==> config.mk <==
export PLATFORM = sky130hd
export DESIGN_NAME = load_data_align_32
export DESIGN_NICKNAME = d
export VERILOG_FILES = /design/src/rtl/mem_pkg.sv /design/src/rtl/read_data_extract_32.sv /design/src/rtl/load_data_align_32.sv
export SDC_FILE = /design/constraint.sdc
export NUM_CORES = 1
export LEC_CHECK = 0
export BUFFER_PORTS_ARGS = -buffer_cell sky130_fd_sc_hd__buf_4
export CAP_MARGIN = 40
export CORE_MARGIN = 3
export CORE_UTILIZATION = 35
export DETAILED_ROUTE_END_ITERATION = 6
export PLACE_DENSITY = 0.58
export SYNTH_ARGS = -nofsm -noshare
export SYNTH_HDL_FRONTEND = slang
export SYNTH_SLANG_ARGS = --single-unit
==> constraint.sdc <==
create_clock -name clk -period 5.51 [get_ports clk]
set_clock_uncertainty 0.15 [all_clocks]
set_input_delay 0.551 -clock clk [delete_from_list [all_inputs] [get_ports clk]]
set_output_delay 0.551 -clock clk [all_outputs]
set_load 0.02 [all_outputs]
==> src/rtl/mem_pkg.sv <==
// Shared load/store encodings: load types, store-style byte-lane masks and the
// load-unit FSM state encoding, plus the access legality check.
package mem_pkg;

   typedef enum logic [2:0] {
      LD_LB  = 3'b000,
      LD_LH  = 3'b001,
      LD_LW  = 3'b010,
      LD_LBU = 3'b100,
      LD_LHU = 3'b101
   } ld_type_e;

   typedef enum logic [1:0] {
      S_IDLE = 2'd0,
      S_REQ  = 2'd1,
      S_WAIT = 2'd2,
      S_RESP = 2'd3
   } ld_state_e;

   // Byte-lane masks: bit3 covers data bits 31:24, bit0 covers 7:0.
   localparam logic [3:0] MASK_NONE = 4'b0000;
   localparam logic [3:0] MASK_B0   = 4'b0001;
   localparam logic [3:0] MASK_H_LO = 4'b0011;
   localparam logic [3:0] MASK_H_HI = 4'b1100;
   localparam logic [3:0] MASK_WORD = 4'b1111;

   // High for a misaligned half/word or an undefined load type.
   function automatic logic ld_access_err(input logic [1:0] addr_lo,
                                          input logic [2:0] ld_type);
      logic err;
      case (ld_type)
         LD_LB, LD_LBU: err = 1'b0;
         LD_LH, LD_LHU: err = addr_lo[0];
         LD_LW:         err = (addr_lo != 2'b00);
         default:       err = 1'b1;
      endcase
      return err;
   endfunction

endpackage

==> src/rtl/read_data_extract_32.sv <==
// Combinational lane select and sign/zero extension of a raw read word,
// with the matching byte-lane mask.
module read_data_extract_32
   import mem_pkg::*;
(
   input  logic [1:0]  addr_i,
   input  logic [2:0]  type_i,
   input  logic [31:0] word_i,
   output logic [31:0] data_o,
   output logic [3:0]  mask_o
);

   logic [7:0]  lane_byte;
   logic [15:0] lane_half;

   // Little-endian: lowest address maps to the lowest-numbered bits.
   assign lane_byte = word_i[{addr_i, 3'b000} +: 8];
   assign lane_half = addr_i[1] ? word_i[31:16] : word_i[15:0];

   always_comb begin
      data_o = 32'h0;
      mask_o = MASK_NONE;
      case (type_i)
         LD_LB: begin
            data_o = {{24{lane_byte[7]}}, lane_byte};
            mask_o = MASK_B0 << addr_i;
         end
         LD_LBU: begin
            data_o = {24'h0, lane_byte};
            mask_o = MASK_B0 << addr_i;
         end
         LD_LH: begin
            data_o = {{16{lane_half[15]}}, lane_half};
            mask_o = addr_i[1] ? MASK_H_HI : MASK_H_LO;
         end
         LD_LHU: begin
            data_o = {16'h0, lane_half};
            mask_o = addr_i[1] ? MASK_H_HI : MASK_H_LO;
         end
         LD_LW: begin
            data_o = word_i;
            mask_o = MASK_WORD;
         end
         default: begin
            data_o = 32'h0;
            mask_o = MASK_NONE;
         end
      endcase
   end

endmodule

==> src/rtl/load_data_align_32.sv <==
// Single-outstanding load unit: accepts a load, issues one word read, and
// returns the aligned/extended result through a valid/ready response port.
module load_data_align_32
   import mem_pkg::*;
(
   input  logic        clk,
   input  logic        rst_n,
   input  logic        ld_valid,
   output logic        ld_ready,
   input  logic [31:0] ld_addr,
   input  logic [2:0]  ld_type,
   input  logic        flush,
   output logic        mem_req,
   output logic [31:0] mem_addr,
   input  logic        mem_ack,
   input  logic [31:0] mem_rdata,
   output logic        rsp_valid,
   input  logic        rsp_ready,
   output logic [31:0] rsp_data,
   output logic        rsp_err,
   output logic [3:0]  rsp_mask,
   output ld_state_e   dbg_state
);

   // Handshakes: a load transfers on a rising edge with ld_valid && ld_ready;
   // a response transfers on a rising edge with rsp_valid && rsp_ready, and
   // rsp_* hold steady while rsp_valid is high and rsp_ready is low.

   ld_state_e   state_q;
   logic [1:0]  addr_q;
   logic [2:0]  type_q;
   logic        kill_q;
   logic        mem_req_q;
   logic [31:0] mem_addr_q;
   logic        rsp_valid_q;
   logic        rsp_err_q;
   logic [31:0] rsp_data_q;
   logic [3:0]  rsp_mask_q;

   logic [31:0] ext_data_d;
   logic [3:0]  ext_mask_d;

   read_data_extract_32 u_extract (
      .addr_i (addr_q),
      .type_i (type_q),
      .word_i (mem_rdata),
      .data_o (ext_data_d),
      .mask_o (ext_mask_d)
   );

   always_ff @(posedge clk or negedge rst_n) begin
      if (!rst_n) begin
         state_q     <= S_IDLE;
         addr_q      <= 2'b00;
         type_q      <= 3'b000;
         kill_q      <= 1'b0;
         mem_req_q   <= 1'b0;
         mem_addr_q  <= 32'h0;
         rsp_valid_q <= 1'b0;
         rsp_err_q   <= 1'b0;
         rsp_data_q  <= 32'h0;
         rsp_mask_q  <= MASK_NONE;
      end else begin
         case (state_q)
            S_IDLE: begin
               // flush takes priority over a simultaneous request
               if (ld_valid && !flush) begin
                  addr_q <= ld_addr[1:0];
                  type_q <= ld_type;
                  if (ld_access_err(ld_addr[1:0], ld_type)) begin
                     state_q     <= S_RESP;
                     rsp_valid_q <= 1'b1;
                     rsp_err_q   <= 1'b1;
                     rsp_data_q  <= 32'h0;
                     rsp_mask_q  <= MASK_NONE;
                  end else begin
                     state_q    <= S_REQ;
                     mem_req_q  <= 1'b1;
                     mem_addr_q <= {ld_addr[31:2], 2'b00};
                  end
               end
            end
            S_REQ: begin
               mem_req_q <= 1'b0;
               state_q   <= flush ? S_IDLE : S_WAIT;
            end
            S_WAIT: begin
               if (flush) kill_q <= 1'b1;
               // A killed read still has to drain its ack before reuse.
               if (mem_ack) begin
                  kill_q <= 1'b0;
                  if (kill_q || flush) begin
                     state_q <= S_IDLE;
                  end else begin
                     state_q     <= S_RESP;
                     rsp_valid_q <= 1'b1;
                     rsp_err_q   <= 1'b0;
                     rsp_data_q  <= ext_data_d;
                     rsp_mask_q  <= ext_mask_d;
                  end
               end
            end
            S_RESP: begin
               if (flush || rsp_ready) begin
                  state_q     <= S_IDLE;
                  rsp_valid_q <= 1'b0;
               end
            end
            default: begin
               state_q     <= S_IDLE;
               mem_req_q   <= 1'b0;
               rsp_valid_q <= 1'b0;
            end
         endcase
      end
   end

   assign ld_ready  = (state_q == S_IDLE);
   assign mem_req   = mem_req_q && !flush;
   assign mem_addr  = mem_addr_q;
   assign rsp_valid = rsp_valid_q;
   assign rsp_err   = rsp_err_q;
   assign rsp_data  = rsp_data_q;
   assign rsp_mask  = rsp_mask_q;
   assign dbg_state = state_q;

endmodule

==> summary.txt, run 1 <==
Final Hold Fails = 0
final max-slew violation count = 0
Chip Height = 110.8 um
Clock Path Buffers = 2
TritonCTS buffer count = 9
cells taking the most area after synthesis = dfrtp_1, mux2_2, o2bb2ai_2, buf_6, o2bb2ai_1
TritonCTS clock tree = yes
Worst Setup SP = addr_q[1]
Slew headroom = 51.97%
Yosys top cell area share = 50.11%
starting density of the core = 36.59%
status = completed
Worst Hold Launch = mem_ack
remaining global-route overflow = 0
final setup TNS = 0 ns
Slew @ Worst Pin = 0.7190 ns
synthesized area per cell = 13.12 um2
ys flop type = dfrtp_1
CP Class = flip-flop to flip-flop
worst hold path class = input pin to flip-flop
vias in the first global route = 3166
area delta synth->final = 34.04%
post-place setup slack = 2.943 ns
most numerous cell in the Yosys netlist = dfrtp_1
Layout Nets = 502
r2r endpoint = rsp_data[12]
Seq/Total Area, Yosys = 50.11%
Tot GR Track Use = 16.67%
Critical Path AT = 2.51 ns
H-Tree Depth = 3
RSZ-0062 raised after global routing = false
die area = 0.01228 mm2
Setup WS post-layout = 3.073 ns
first-pass GRT wire length = 16.68 mm
VDD IR max = 0.2499 mV
Fmax achieved = 0.4104 GHz
Site Rows = 37
I/O Pins = 147
Worst Setup Start Kind = flip-flop
Die Wd = 110.8 um
Post-synth EDFFs = 0
Yosys warnings = 0
largest net degree at the start of global routing = 50
Crit Reg-Reg Startpoint = addr_q[1]
dpl hpwl = 7.576 mm
Yosys reg bits = 77
Worst EP required = 5.58 ns
clk_lat worst skew = 0.34 ns
Post-synth top cells = dfrtp_1, mux2_2, a21oi_1
CTS Sinks = 77
DR pass1 iterations = 4
Netlist cell types = 46
vias post-DR = 2934
Worst setup EP type = flip-flop
core region area = 0.01051 mm2
ant diodes = 0
crit path to = rsp_data[12]
Final ANT Viol Nets = 0
WL final = 10.21 mm
leakage power = 2.399 nW
1st-iter DRT viols = 112
post-synthesis cell count = 293
synthesized area = 0.003845 mm2
Avg WL per Cell = 17.90 um
clock root buffer = clkbuf_8
Overall Power = 2.897 mW
Power Density = 562.1 mW/mm2
asr flop ratio synth = 100.0%
r2r setup slk = 3.07 ns
Vias/cell = 5.147
Final Critical Period = 2.437 ns
total of max-cap violations = 0
CTS clk-pin slew, worst paths = 0.08 ns
PortBufs = 144
initial antenna violation count = 0
cts repair resizes = 0
area leader, netlist = dfrtp_1
DRC viols = 0
Crit Path Max Fanout = 18
post-CTS setup buffers = 0
Reg2Reg Depth = 4
RePlAce Congestion = 0.7615
Final Setup Violations = 0
post-route clock period utilization = 44.22%
share of cells above drive strength 1 = 55.53%
## logic make-up after synthesis
logic type / Yosys count / synth area share, %
other: 1 / 0.09753
buffers and inverters: 30 / 5.792
DFF: 77 / 50.11
and+or+nand+nor: 44 / 7.745
muxes: 48 / 14.19
AOI/OAI and AO/OA: 93 / 22.06
## repair_timing
| action | 4_1_cts | 5_1_grt |
|---|---|---|
| setup endpoints to repair | 0 | 0 |
| hold buffers | 1 | 0 |
| endpoints found under the hold margin | 28 | 0 |
## per-stage QoR
step	hold WS, ns	cell area (um2)	utilization (%)	std cells
floorplan	0.1054	3849	-	294
global placement	0.3266	4922	46.84	550
detailed placement	0.3316	4969	47.28	553
CTS	0.2346	5154	49.04	570
global route	0.2435	5154	49.04	570
finish	0.2447	5154	49.04	570
## worst max-delay path: stages, from the launching register on
cell,delay [ns]
dfrtp_1,0.79
mux4_2,0.59
and3b_1,0.36
a221oi_2,0.29
o2bb2ai_1,0.12
## registers in the layout, indices dropped and copies added (netlist names)
| signal | flops |
|---|---|
| kill_q | 1 |
| rsp_err | 1 |
| mem_req_q | 1 |
| mem_addr | 30 |
| rsp_data | 32 |
| type_q | 3 |
| addr_q | 2 |
| dbg_state | 2 |
| rsp_valid | 1 |
| rsp_mask | 4 |
## layout make-up
| class | count | area (um2) |
|---|---|---|
| Sequential cell | 77 | 1927 |
| Tap cell | 136 | 170.2 |
| Inverter | 4 | 15.01 |
| Clock inverter | 7 | 51.30 |
| Timing Repair Buffer | 150 | 1152 |
| Multi-Input combinational cell | 187 | 1714 |
| Fill cell | 979 | 5355 |
| Clock buffer | 9 | 123.9 |
## power by group
part / switching [mW] / total, mW / internal (mW)
combinational: 0.763 / 1.48 / 0.712
sequential: 0.222 / 1.03 / 0.804
clock: 0.229 / 0.395 / 0.165
## metal layers
metal	vias to the layer above	GRT usage (%)	part of all wire, %
met1	1437	20.69	43
met3	13	6.223	7.6
met4	0	4.598	1.3
li1	1387	-	-
met2	97	27.27	48
met5	-	0	0
## worst min-delay path by stage
stage          depth (start not counted)  slack (ns)            to
6_report                               2        0.24        kill_q
5_1_grt                                2        0.24        kill_q
4_1_cts                                2        0.23        kill_q
3_5_place_dp                           1        0.33  rsp_data[31]
3_3_place_gp                           1        0.33  rsp_data[14]
2_1_floorplan                          0        0.11     addr_q[0]
## layout by cell type, fill, tap and decap left out, types with 4 or more instances in the layout
cell type / Yosys / final
inv_1: 4 / 4
a22o_1: 4 / 4
clkbuf_8: 0 / 9
nand2_1: 11 / 11
o21ai_0: 5 / 5
buf_4: 4 / 147
o2bb2ai_2: 10 / 10
mux2_2: 42 / 42
mux2i_1: 5 / 5
a21oi_1: 24 / 24
o2bb2ai_1: 15 / 15
a221oi_2: 8 / 8
a32o_1: 7 / 7
dfrtp_1: 77 / 77
a221o_1: 7 / 7
nor2_1: 6 / 6
and3_1: 4 / 4
(Power assumes the default switching activity.)
==> run 2, diff against run 1 <==
--- a/config.mk
+++ b/config.mk
@@ -5,6 +5,7 @@
 export SDC_FILE = /design/constraint.sdc
 export NUM_CORES = 1
 export LEC_CHECK = 0
+export ABC_AREA = 1
 export BUFFER_PORTS_ARGS = -buffer_cell sky130_fd_sc_hd__buf_4
 export CAP_MARGIN = 40
 export CORE_MARGIN = 3
==> constraint.sdc (replaced) <==
create_clock -name clk -period 2.4 [get_ports clk]
set_clock_uncertainty 0.15 [all_clocks]
set_input_delay 0.24 -clock clk [delete_from_list [all_inputs] [get_ports clk]]
set_output_delay 0.24 -clock clk [all_outputs]
set_load 0.02 [all_outputs]
==> run 2 against run 1 <==
Effect of this change:
- cell area up 14%
- synthesized cell count rose by 98%
- hold slack got worse by 0.19 ns
- cell count up 58%
- largest cell class unchanged
- synthesized area rose by 4.8%
- core utilization grew 4.4 points
==> summary.txt, run 2 <==
RePlAce Congestion = 0.8439 (+11%)
Vias/cell = 4.680 (-9.1%)
largest net degree at the start of global routing = 45 (-10%)
TritonCTS clock tree = yes
Switching Share = 44.19% (+2.2 points)
asr flop ratio synth = 100.0% (unchanged)
final max-slew violation count = 0 (unchanged)
VDD IR max = 0.7190 mV (+190%)
Post-Layout Inst Area = 0.005891 mm2 (+14%)
Power Density = 1214 mW/mm2 (+120%)
Final ANT Viol Nets = 0 (unchanged)
sequential fraction of design power = 30.0% (-5.4 points)
crit-path most repeated cell = nand2_1
status = completed
dpl hpwl = 8.645 mm (+14%)
ys flop type = dfrtp_1
CP Cell Sequence = inv_1, nand2_1, nand2_1, inv_1, nor2_4, nor2_1, nand2_1, nand2_1, nand2_1
Netlist cell types = 21 (-54%)
core region area = 0.01103 mm2 (+5.0%)
most numerous cell in the Yosys netlist = nand2_1
Yosys top cell area share = 47.81% (-2.3 points)
vias post-DR = 4207 (+43%)
commonest non-fill, non-tap cell in the layout = nand2_1
Post-synth top cells = nand2_1, dfrtp_1, nor2_1
Final Critical Period = 1.914 ns (-0.5224 ns)
most frequent cells in the layout = nand2_1, buf_4, dfrtp_1
remaining global-route overflow = 0 (unchanged)
final setup TNS = 0 ns (unchanged)
first-pass GRT wire length = 20.54 mm (+23%)
cells taking the most area after synthesis = dfrtp_1, nand2_1, nand3_1, nor2_1, inv_1
Worst EP required = 2.53 ns (-3.05 ns)
Critical Path AT = 2.04 ns (-0.47 ns)
post-CTS setup buffers = 0 (unchanged)
Worst setup EP type = flip-flop
leakage power = 3.420 nW (+43%)
PortBufs = 144 (unchanged)
internal power = 3.990 mW (+140%)
cts repair resizes = 0 (unchanged)
Yosys warnings = 0 (unchanged)
Seq/Total Area, Yosys = 47.81% (-2.3 points)
Logic pwr share = 50.6% (-0.3 points)
slowest stage delay, CP = 0.37 ns (-0.42 ns)
TritonCTS buffer count = 9 (unchanged)
delay-heaviest family, CP = simple AND/OR/NAND/NOR gates
Layout Nets = 827 (+65%)
CP Class = flip-flop to flip-flop
Site Rows = 38 (+2.7%)
area leader, netlist = dfrtp_1
Yosys reg bits = 77 (unchanged)
Chip Height = 113.3 um (+2.3%)
total of max-cap violations = 0 (unchanged)
Finished Layout Cells = 899 (+58%)
Final Hold Fails = 0 (unchanged)
end-of-flow core utilization = 53.40% (+4.4 points)
Crit Path Max Fanout = 16 (-2)
synthesized area = 0.004030 mm2 (+4.8%)
die area = 0.01284 mm2 (+4.6%)
Final Setup Violations = 0 (unchanged)
WL final = 12.39 mm (+21%)
Worst Setup Start Kind = flip-flop
CTS Sinks = 77 (unchanged)
Overall Power = 7.150 mW (+150%)
1st-iter DRT viols = 210 (+88%)
starting density of the core = 36.54% (-0.052 points)
Sw Pwr = 3.159 mW (+160%)
share of cells above drive strength 1 = 24.24% (-31 points)
worst hold path class = input pin to flip-flop
I/O Pins = 147 (unchanged)
Buf/Inv on CP = 2 (+2)
vias in the first global route = 4243 (+34%)
DP Area = 0.005230 mm2 (+5.3%)
Fmax achieved = 0.5224 GHz (+27%)
Post-synth EDFFs = 0 (unchanged)
Cells after DPL = 847 (+53%)
CTS clk-pin slew, worst paths = 0.06 ns (-0.02 ns)
max reg flops = 32 (unchanged)
clk_lat worst skew = 0.33 ns (about the same)
RSZ-0062 raised after global routing = false
clock share of power = 19.4% (+5.8 points)
slowest stage cell, crit path = dfrtp_1
DRC viols = 0 (unchanged)
Tot GR Track Use = 19.99% (+3.3 points)
Clock Path Buffers = 2 (unchanged)
DR pass1 iterations = 4 (unchanged)
post-route clock period utilization = 79.76% (+36 points)
synthesized area per cell = 6.937 um2 (-47%)
Die Wd = 113.3 um (+2.3%)
post-synthesis cell count = 581 (+98%)
initial antenna violation count = 0 (unchanged)
area delta synth->final = 46.17%
Avg WL per Cell = 13.79 um (-23%)
ant diodes = 0 (unchanged)
clock root buffer = clkbuf_16
H-Tree Depth = 3 (unchanged)
==> run 2: metrics by stage <==
step / setup WS, ns / hold WS (ns)
2_1_floorplan: 0.6584 / -0.2056
3_3_place_gp: 0.4929 / 0.07673
3_5_place_dp: 0.5018 / 0.08312
4_1_cts: 0.4786 / 0.03784
5_1_grt: 0.2021 / 0.09116
6_report: 0.4858 / 0.05922
==> run 2: cells by family after synthesis <==
| logic type | count (synthesis) | synth area share [%] |
|---|---|---|
| AND/OR/NAND/NOR | 402 | 40.42 |
| flip-flops | 77 | 47.81 |
| buffers and inverters | 72 | 8.072 |
| AO/OA/AOI/OAI | 29 | 3.601 |
| other | 1 | 0.09305 |
==> run 2: cell type report <==
type | count | area [um2]
clock inverter | 6 | 61.31
fill | 1119 | 5140
multi-input combinational | 433 | 1785
timing repair buffer | 190 | 1541
sequential | 77 | 1927
clock buffer | 10 | 239.0
tap | 140 | 175.2
inverter | 43 | 161.4
==> run 2: worst register-to-register path, delay by kind of cell (launching register included) <==
kind                   cells  cell delay, ns
and+or+nand+nor            7            0.89
DFF                        1            0.37
buffers and inverters      2            0.45
==> run 2: per-layer routing <==
metal / global-route usage [%] / share of wire (%) / vias up
met5: 0 / 0 / -
met4: 8.333 / 1.9 / 0
met3: 6.096 / 8.2 / 20
met2: 32.74 / 47 / 141
met1: 24.51 / 43 / 1927
li1: - / - / 2119
==> run 2: repair_timing <==
action                     in CTS  in global routing
hold buffers                   36                  0
setup endpoints to repair       0                  0
hold endpoints to repair       68                  0
==> run 2: path summary, 6_finish.rpt <==
kind,startpoint,end,slack (ns),cells past startpoint
setup / recovery,addr_q[1],rsp_data[25],0.49,9
hold reg to reg,mem_addr[3],mem_addr[3],0.32,2
hold / removal,mem_rdata[6],rsp_data[6],0.06,5
setup reg to reg,addr_q[1],rsp_data[25],0.49,9
max in group asynchronous,rst_n,mem_addr[21],1.25,3
min in group asynchronous,rst_n,rsp_data[3],0.25,2
==> run 2: power groups by stage <==
| stage | logic [mW] | clock network (mW) | registers (mW) |
|---|---|---|---|
| after global placement | 3.59 | 0 | 2.14 |
| after CTS | 3.67 | 1.43 | 2.14 |
| final | 3.62 | 1.39 | 2.14 |
| after global routing | 4.07 | 1.48 | 2.20 |
| after floorplan | 1.82 | 0 | 2.62 |
| after detailed placement | 3.61 | 0 | 2.15 |
==> run 3, diff against run 2 <==
==> constraint.sdc (replaced) <==
create_clock -name clk -period 1.9 [get_ports clk]
set_clock_uncertainty 0.15 [all_clocks]
set_input_delay 0.19 -clock clk [delete_from_list [all_inputs] [get_ports clk]]
set_output_delay 0.19 -clock clk [all_outputs]
set_load 0.02 [all_outputs]
==> run 3 against run 2 <==
Effect of this change:
- flip-flop and latch count is the same
- total power grew 30%
- sequential power grew 28%
- routed wire length grew 1.1%
- clock power grew 37%
- core utilization grew 0.73 points
- via count grew 3.3%
- global-route usage shrank 0.33 points
- first-iteration DRC count grew 19%
==> summary.txt, run 3 (synthesis gave the netlist of run 2 again) <==
Tot GR Track Use = 19.66% (-0.33 points)
Final Hold Fails = 0 (unchanged)
share of cells above drive strength 1 = 24.84% (+0.59 points)
dpl hpwl = 8.947 mm (+3.5%)
TritonCTS clock tree = yes
first-pass GRT wire length = 20.38 mm (-0.77%)
Sw Pwr = 4.054 mW (+28%)
DP Area = 0.005268 mm2 (+0.72%)
crit path to = mem_req_q
vias in the first global route = 4158 (-2.0%)
r2r setup slk = 0.19 ns (-0.30 ns)
Crit Path Max Fanout = 31 (+15)
final max-slew violation count = 0 (unchanged)
Post-Layout Inst Area = 0.005971 mm2 (+1.4%)
Die Wd = 113.3 um (unchanged)
Final ANT Viol Nets = 0 (unchanged)
final setup TNS = 0 ns (unchanged)
WL final = 12.53 mm (+1.1%)
Critical Path AT = 1.80 ns (-0.24 ns)
core region area = 0.01103 mm2 (unchanged)
starting density of the core = 36.54% (unchanged)
Layout Nets = 833 (+0.73%)
sequential fraction of design power = 29.3% (-0.7 points)
Fmax achieved = 0.5765 GHz
vias post-DR = 4347 (+3.3%)
Worst setup EP type = flip-flop
status = completed
RSZ-0062 raised after global routing = false
post-route clock period utilization = 91.29%
Vias/cell = 4.803 (+2.6%)
Final Critical Period = 1.735 ns
r2r endpoint = rsp_mask[0]
PortBufs = 144 (unchanged)
largest net degree at the start of global routing = 40 (-11%)
H-Tree Depth = 3 (unchanged)
Switching Share = 43.56% (-0.63 points)
commonest non-fill, non-tap cell in the layout = nand2_1
Site Rows = 38 (unchanged)
area delta synth->final = 48.15%
DRC viols = 0 (unchanged)
total of max-cap violations = 0 (unchanged)
RePlAce Congestion = 0.8802 (+4.3%)
most frequent cells in the layout = nand2_1, buf_4, dfrtp_1
clock root buffer = clkbuf_16
Reg2Reg Depth = 8 (-1)
die area = 0.01284 mm2 (unchanged)
CTS Sinks = 77 (unchanged)
VDD IR max = 0.7756 mV (+7.9%)
CTS clk-pin slew, worst paths = 0.06 ns (about the same)
Slew headroom = 66.48%
I/O Pins = 147 (unchanged)
1st-iter DRT viols = 250 (+19%)
internal power = 5.253 mW (+32%)
remaining global-route overflow = 0 (unchanged)
ant diodes = 0 (unchanged)
max reg flops = 32 (unchanged)
Worst EP required = 1.96 ns (-0.57 ns)
TritonCTS buffer count = 9 (unchanged)
Clock Path Buffers = 2 (unchanged)
Worst Setup Start Kind = input pin
clk_lat worst skew = 0.33 ns (about the same)
Power Density = 1559 mW/mm2 (+28%)
worst hold path class = input pin to flip-flop
Crit Reg-Reg Startpoint = dbg_state[0]
Avg WL per Cell = 13.84 um (+0.41%)
Worst Setup SP = ld_type[0]
Logic pwr share = 50.3% (-0.3 points)
leakage power = 3.452 nW (+0.93%)
Chip Height = 113.3 um (unchanged)
CP Class = input pin to flip-flop
clock share of power = 20.4% (+1.0 points)
initial antenna violation count = 0 (unchanged)
Final Setup Violations = 0 (unchanged)
Slew @ Worst Pin = 0.5029 ns
DR pass1 iterations = 4 (unchanged)
[run 3: worst min-delay path by stage]
stage | start | end | slack, ns | depth (start not counted)
finish | mem_rdata[3] | rsp_data[3] | 0.02 | 5
detailed placement | rst_n | rsp_data[1] | 0.04 | 1
CTS | mem_rdata[3] | rsp_data[3] | 0.003 | 5
global placement | rst_n | rsp_data[1] | 0.04 | 1
global route | mem_ack | kill_q | 0.03 | 4
floorplan | rst_n | addr_q[0] | -0.26 | 0
[run 3: routing by layer]
metal	GRT usage (%)	share of wire, %	vias up
met2	31.67	47	159
li1	-	-	2127
met5	0	0	-
met3	6.631	8.0	20
met4	6.250	1.6	0
met1	24.97	44	2041
[run 3: power by group through the flow]
stage                     Clock, mW  Sequential [mW]  Combinational [mW]
after floorplan                   0             3.31                2.30
after global placement            0             2.71                4.59
after detailed placement          0             2.73                4.64
after CTS                      1.95             2.72                4.71
after global routing           2.02             2.81                5.22
final                          1.90             2.73                4.68
[run 3: layout make-up]
type | instances | area, um2
fillers | 1085 | 5060
flip-flops and latches | 77 | 1928
multi-input cells | 433 | 1785
repair buffers | 196 | 1589
clock buffers | 10 | 239.0
well taps | 140 | 175.2
inverters | 43 | 161.4
clock inverters | 6 | 92.59
[run 3: critical path, stage by stage]
cell and delay, ns:
dlygate4sd3_1 0.54, buf_4 0.14, nor2_1 0.12, nand2_1 0.08
o21ai_2 0.09, buf_4 0.34, nor2_1 0.06, o21ai_0 0.16
nand2_1 0.07
[run 3: timing repair]
action | 4_1_cts | 5_1_grt
gates resized for setup | 0 | 1
hold endpoints to repair | 71 | 0
hold buffers | 37 | 0
endpoints found under the setup margin | 0 | 31
setup buffers | 0 | 0
[run 3: per-stage QoR]
stage	cells	power (mW)	hold WS, ns	util [%]	setup WS (ns)
2_1_floorplan	582	5.601	-0.2556	-	0.1584
3_3_place_gp	852	7.296	0.03723	47.75	0.2545
3_5_place_dp	852	7.369	0.03987	47.75	0.1786
4_1_cts	905	9.373	0.002802	54.12	0.1411
5_1_grt	905	10.05	0.03171	54.13	0.01516
6_report	905	9.307	0.01734	54.13	0.1655
